$ cat config.mk
export PLATFORM = sky130hd
export DESIGN_NAME = bit_deserializer_32
export DESIGN_NICKNAME = d
export VERILOG_FILES = /design/src/rtl/bit_deserializer_32.sv
export SDC_FILE = /design/constraint.sdc
export NUM_CORES = 1
export LEC_CHECK = 0
export CAP_MARGIN = 10
export CELL_PAD_IN_SITES_DETAIL_PLACEMENT = 1
export CELL_PAD_IN_SITES_GLOBAL_PLACEMENT = 1
export CORE_ASPECT_RATIO = 1.25
export CORE_MARGIN = 2
export CORE_UTILIZATION = 44
export CTS_CLUSTER_DIAMETER = 80
export DETAILED_ROUTE_END_ITERATION = 10
export DONT_BUFFER_PORTS = 1
export HOLD_SLACK_MARGIN = 0.03
export PLACE_DENSITY_LB_ADDON = 0.3
export SYNTH_ARGS = -nofsm -noshare
export SYNTH_HDL_FRONTEND = slang
export SYNTH_SLANG_ARGS = --single-unit
export TNS_END_PERCENT = 5
$ cat constraint.sdc
create_clock -name clk -period 2 [get_ports clk]
set_clock_uncertainty 0.1 [all_clocks]
set_input_delay 0.4 -clock clk [delete_from_list [all_inputs] [get_ports clk]]
set_output_delay 0.4 -clock clk [all_outputs]
set_load 0.02 [all_outputs]
$ cat src/rtl/bit_deserializer_32.sv
// bit_deserializer_32: serial-to-parallel converter.
// Bits arrive one per cycle on a valid/ready handshake and are steered into a
// 32-bit assembly register at a counter-selected index. Completed words are
// presented on a valid/ready output port. When the output slot is still
// occupied as the 32nd bit arrives, the word parks in the assembly register
// (count == 32) and input is throttled until the slot frees up.
module bit_deserializer_32 #(
  parameter bit LSB_FIRST = 1'b1
) (
  input  logic        clk,
  input  logic        rst,
  input  logic        bit_in,
  input  logic        bit_sof,
  input  logic        bit_valid,
  output logic        bit_ready,
  output logic [31:0] word_out,
  output logic        word_valid,
  input  logic        word_ready,
  output logic [5:0]  fill_count,
  output logic        err_partial
);

  localparam logic [5:0] COUNT_FULL = 6'd32;
  localparam logic [5:0] COUNT_LAST = 6'd31;
  localparam logic [4:0] FIRST_IDX  = LSB_FIRST ? 5'd0 : 5'd31;

  logic [5:0]  count_reg, count_next;
  logic [31:0] asm_reg, asm_next;
  logic [31:0] word_out_reg, word_out_next;
  logic        word_valid_reg, word_valid_next;
  logic        err_reg, err_next;

  logic        accept;
  logic        out_free;
  logic [4:0]  wr_idx;
  logic [31:0] asm_ins;

  // bit_ready depends on state only, so word_ready never reaches it combinationally
  assign bit_ready = (count_reg != COUNT_FULL);
  assign accept    = bit_valid & bit_ready;
  assign out_free  = ~word_valid_reg | word_ready;

  // Write index: a start-of-word bit always lands at the first-bit position
  always_comb begin
    wr_idx = FIRST_IDX;
    if (!bit_sof) begin
      if (LSB_FIRST) begin
        wr_idx = count_reg[4:0];
      end else begin
        wr_idx = 5'd31 - count_reg[4:0];
      end
    end
  end

  // 1:32 demux: assembly register with the incoming bit inserted at wr_idx
  generate
    for (genvar gi = 0; gi < 32; gi++) begin : g_demux
      assign asm_ins[gi] = (wr_idx == 5'(gi)) ? bit_in : asm_reg[gi];
    end
  endgenerate

  // Next-state logic: word hand-off, bit accept, start-of-word resync
  always_comb begin
    count_next      = count_reg;
    asm_next        = asm_reg;
    word_out_next   = word_out_reg;
    word_valid_next = word_valid_reg;
    err_next        = 1'b0;

    // A consumed word empties the slot unless a new word loads below
    if (word_valid_reg && word_ready) begin
      word_valid_next = 1'b0;
    end

    if (count_reg == COUNT_FULL) begin
      // Parked: release the finished word as soon as the slot is free
      if (out_free) begin
        word_out_next   = asm_reg;
        word_valid_next = 1'b1;
        count_next      = 6'd0;
      end
    end else if (accept) begin
      asm_next = asm_ins;
      if (bit_sof) begin
        count_next = 6'd1;
        err_next   = (count_reg != 6'd0);
      end else if (count_reg == COUNT_LAST) begin
        if (out_free) begin
          // Load straight from the insert path so there is no bubble
          word_out_next   = asm_ins;
          word_valid_next = 1'b1;
          count_next      = 6'd0;
        end else begin
          count_next = COUNT_FULL;
        end
      end else begin
        count_next = count_reg + 6'd1;
      end
    end
  end

  // State registers with synchronous reset
  always_ff @(posedge clk) begin
    if (rst) begin
      count_reg      <= 6'd0;
      asm_reg        <= 32'd0;
      word_out_reg   <= 32'd0;
      word_valid_reg <= 1'b0;
      err_reg        <= 1'b0;
    end else begin
      count_reg      <= count_next;
      asm_reg        <= asm_next;
      word_out_reg   <= word_out_next;
      word_valid_reg <= word_valid_next;
      err_reg        <= err_next;
    end
  end

  assign word_out    = word_out_reg;
  assign word_valid  = word_valid_reg;
  assign fill_count  = count_reg;
  assign err_partial = err_reg;

endmodule

Yosys cells after proc, flatten, opt, wreduce, memory -nomap -nowiden
Index checks and enable logic that the tools add are counted.
Storage, ports and cells
  word-level logic and storage cells: 108
  register bits after elaboration: 72
  output and inout bits: 41
Operators by class
  bitwise operators: 6
  add/subtract/negate cells: 1
  equal/unequal tests: 36
  mux-type cells: 51
  reduce and logical (&&, ||, !) cells: 9
Operators with widths (number)
  32-bit two-way mux: 6
  5-bit == test, second input constant: 16
  5-bit by 4-bit == test with 1-bit output, second input constant: 8
  1-bit two-way mux: 38
  6-bit two-way mux: 6
  5-bit by 3-bit == test with 1-bit output, second input constant: 4
  5-bit by 2-bit == test with 1-bit output, second input constant: 2
  6-bit by 1-bit adder with 6-bit output, second input constant: 1
  6-bit by 5-bit == test with 1-bit output, second input constant: 1
  6-bit == test, second input constant: 1
  6-bit != test, second input constant: 1
  6-bit nonzero test: 1
  5-bit by 1-bit == test with 1-bit output, second input constant: 1
  5-bit zero test: 1
  5-bit two-way mux: 1
  1-bit inverter: 4
  2-bit AND reduction: 2
  4-bit AND reduction: 1
  2-bit nonzero test: 2
  4-bit OR reduction: 1
  2-bit by 1-bit != test with 1-bit output, second input constant: 1
  2-bit != test, second input constant: 1
  1-bit bitwise AND: 1
  1-bit logical AND: 1
  1-bit bitwise OR: 1

Logic depth before layout (Yosys ltp)
  depth after elaboration: 8
  mapped depth: 10

Worst setup path before layout
No wires, ideal clock.
  kind: register to register
  start: reg count_reg[0], in the netlist fill_count[0]
  end: reg word_out_reg[10], in the netlist word_out[10]
  clock period less this slack: 2346 ps
  cell stages (with the launch flop): 10
  path slack: -346 ps
  path buffers: 3
  arrival time: 2178 ps
  path through: dfxtp_1 clkbuf_1 inv_1 ha_1 nand2_1 buf_2 nor3_4 a211oi_4 buf_6 o2bb2ai_2
On the way
  longest elaborated chain between the ends: 8
  elaborated cells between the ends (all ways): 16
  those cells by class: eq/ne (5); mux (7); bitwise (1); reduce/logical (3)
RTL lines
  start, declared: RTL line 27  | logic [5:0] count_reg, count_next;
  start signal, assigned: RTL line 111  | count_reg <= count_next;
  5-bit two-way mux: RTL line 46  | if (!bit_sof) begin
  5-bit by 4-bit == test with 1-bit output: RTL line 58  | assign asm_ins[gi] = (wr_idx == 5'(gi)) ? bit_in : asm_reg[gi];
  1-bit two-way mux: RTL line 58
  32-bit two-way mux: RTL line 88  | if (out_free) begin
  32-bit two-way mux: RTL line 87  | end else if (count_reg == COUNT_LAST) begin
  32-bit two-way mux: RTL line 84  | if (bit_sof) begin
  32-bit two-way mux: RTL line 82  | end else if (accept) begin
  32-bit two-way mux: RTL line 75  | if (count_reg == COUNT_FULL) begin
  end signal, assigned: RTL line 113  | word_out_reg <= word_out_next;
  end, declared: RTL line 29  | logic [31:0] word_out_reg, word_out_next;
Parallel ways exist; a longest one is shown, timed or not. The select of a mux whose other input is x is not followed.
A chain may end at the register's enable or synchronous reset.

Final worst setup path
  start: reg count_reg[0], in the netlist fill_count[0]
  end: out bit_ready
On the way
  longest elaborated chain between the ends: 1
RTL lines
  6-bit != test: RTL line 39  | assign bit_ready = (count_reg != COUNT_FULL);
  end, declared: RTL line 15  | output logic bit_ready,
No other way between the ends.

==> flow_metrics.py <==
metrics = {
    "route": {
        "route.met3.wl_um": 435,
        "vias": 3024,
        "wl_per_cell_um": 19.27,
        "highest_layer": "met4",
        "drt_iter0_markers": 149,
        "ant_nets": 0,
        "wirelength_um": 9924,
        "drtPass1Iterations": 4,
        "via_per_inst": 5.872,
        "wl_met1_um": 4279,
        "met2_wirelength_um": 5042,
        "route.detailed.drc": 0,
    },
    "sta": {
        "max_freq_ghz": 0.5222,
        "holdWs_ns": 0.07450,
        "slew-limit-headroom_pct": 66.39,
        "final-setup-viol-count": 0,
        "rsz0062_at_grt": "no",
        "worst_pin_slew_ns": 0.5021,
        "hold_viol": 0,
        "finalCritPeriodShare_pct": 95.75,
        "tns_ns": 0,
        "post-route-min-period_ns": 1.915,
        "maxSlewViolCount": 0,
    },
    "clock_network": {
        "cts_max_level": 3,
        "cts_root_buf": "clkbuf_8",
        "cts_buffers": 9,
        "cts_tree": "built",
        "clk_latency_ns": 0.35,
        "cts_sinks": 72,
        "clkTransAtPathRegs_ns": 0.07,
        "cts_max_path_buffers": 2,
    },
    "pwr": {
        "leakagePower_uw": 0.001670,
        "irDropWorstVdd_mv": 0.4124,
        "power_density_nw_per_um2": 671.5,
    },
    "place": {
        "placedCellCount": 493,
        "portBuffers": 0,
        "gp_congestion": 0.8245,
        "hpwl_um": 6598,
    },
    "floorplanning": {
        "dieArea_sq_um": 9196,
        "fp.dieH_um": 106.7,
        "chipWidth_um": 86.17,
        "start_util_pct": 45.32,
        "core_sq_um": 8194,
        "rows": 37,
        "num_io_pins": 47,
    },
    "setup_path": {
        "path_max_fanout": 11,
        "crit_required_ns": 1.50,
        "cp-end-kind": "primary output",
        "cp-start-kind": "flip-flop",
        "critPathKind": "reg -> out",
        "critPathArrivalTime_ns": 1.42,
    },
    "synthesis": {
        "yosysWarnings": 0,
        "synth_area_sq_um": 3714,
        "synthesis.nets": 404,
        "synth-seq-cells": 72,
        "syn_inst": 396,
        "yosysSeqAreaShare_pct": 38.81,
        "synth-edff-count": 0,
        "synth_cell_types": 55,
        "syn_avg_cell_area_sq_um": 9.378,
        "async_flop_share_pct": 0,
        "synth_flop_cell": "dfxtp_1",
    },
    "job": {
        "drv_cap": 0,
    },
    "global_route": {
        "grt_max_degree": 64,
        "grt_overflow_total": 0,
        "grt_pass1_wl_um": 16090,
        "grt_pass1_vias": 3092,
        "grt_usage_pct": 22.47,
        "antenna_found_initial": 0,
    },
    "layout": {
        "fillers": 923,
        "drive_above_1_share_pct": 23.44,
        "fin_nets": 421,
        "antenna-diode-count": 0,
        "layout_common_cells": "69 x dfxtp_1, 66 x nand2_1, 44 x mux2i_1, 40 x buf_4, 25 x nand3_1",
        "layoutNonFillerInstCount": 515,
        "area_growth_pct": 14.12,
        "final_common_cell": "dfxtp_1",
    },
    "worst_hold_path": {
        "hold_path_class": "in -> reg",
    },
    "status": {
        "outcome": "complete, no violations",
    },
}
==> worst paths after layout <==
path | startpoint | end | slack, ns | cells past startpoint
worst max-delay path | fill_count[0] | bit_ready | 0.08 | 6
worst min-delay path | bit_sof | err_partial | 0.07 | 2
worst max register to register | fill_count[0] | fill_count[1] | 0.08 | 7
worst min register to register | asm_reg[15] | asm_reg[15] | 0.36 | 2
==> area by class of cell <==
| type | count | area [sq um] | area share [%] |
|---|---|---|---|
| Tap cell | 97 | 121.4 | 2.864 |
| Clock buffer | 11 | 131.4 | 3.100 |
| Multi-Input combinational cell | 282 | 2062 | 48.66 |
| Timing Repair Buffer | 45 | 382.9 | 9.035 |
| Inverter | 3 | 13.76 | 0.3248 |
| Sequential cell | 72 | 1445 | 34.10 |
| Clock inverter | 5 | 81.33 | 1.919 |
==> report_power, final <==
group          switching [uW]  internal [uW]
sequential               4.05           1440
clock                     560            704
combinational            79.9           60.7
==> logic make-up after synthesis <==
group	synth area share [%]
buf+inv	5.896
fa+ha+maj	0.6737
simple gates	21.70
compound gates	20.76
mux	12.16
flops	38.81
==> Yosys cell counts, drive strengths merged (2+ instances only) <==
master / n / area, sq um
dfxtp: 72 / 1441
nand2: 67 / 251.5
mux2i: 44 / 440.4
o2bb2ai: 29 / 379.1
nand3: 25 / 125.1
a21oi: 21 / 105.1
buf: 20 / 136.4
clkbuf: 19 / 71.32
nor2: 18 / 75.07
o2111ai: 7 / 61.31
nor3b: 6 / 55.05
a211oi: 5 / 50.05
nand2b: 5 / 31.28
nor2b: 4 / 25.02
nor3: 4 / 31.28
nor4bb: 4 / 40.04
o21ai: 4 / 20.02
o21bai: 4 / 30.03
a31oi: 3 / 18.77
inv: 3 / 11.26
nand4: 3 / 18.77
nor4b: 3 / 41.29
a22o: 2 / 17.52
and4b: 2 / 20.02
ha: 2 / 25.02
or4: 2 / 18.77
==> through the flow <==
step	setup WS (ns)	utilization [%]	total power [uW]	area (sq um)
global route	0.009159	51.72	2948	4238
floorplan	0.01262	-	1592	3730
CTS	0.003834	51.03	2869	4182
detailed placement	-0.007883	48.05	1589	3938
global placement	0.08361	48.05	1585	3938
finish	0.08495	51.72	2846	4238
==> critical path: stages (launching register included) <==
cell     delay [ns]
dfxtp_2        0.34
inv_1          0.08
ha_2           0.20
nand2_2        0.09
buf_6          0.16
nor2_4         0.12
inv_4          0.07
==> timing repair <==
item | CTS | global route
setup buffers | 1 | 4
resized for setup | 1 | 5
hold buffers | 1 | 0
pin swaps | 1 | 1
endpoints found under the setup margin | 25 | 28
endpoints found under the hold margin | 34 | 0
==> per-layer routing <==
| layer | vias to the layer above | track usage [%] |
|---|---|---|
| met5 | - | 0 |
| met4 | 0 | 7.589 |
| met3 | 12 | 5.004 |
| met2 | 64 | 38.54 |
| met1 | 1481 | 27.61 |
| li1 | 1467 | - |
(Power assumes the default switching activity.)
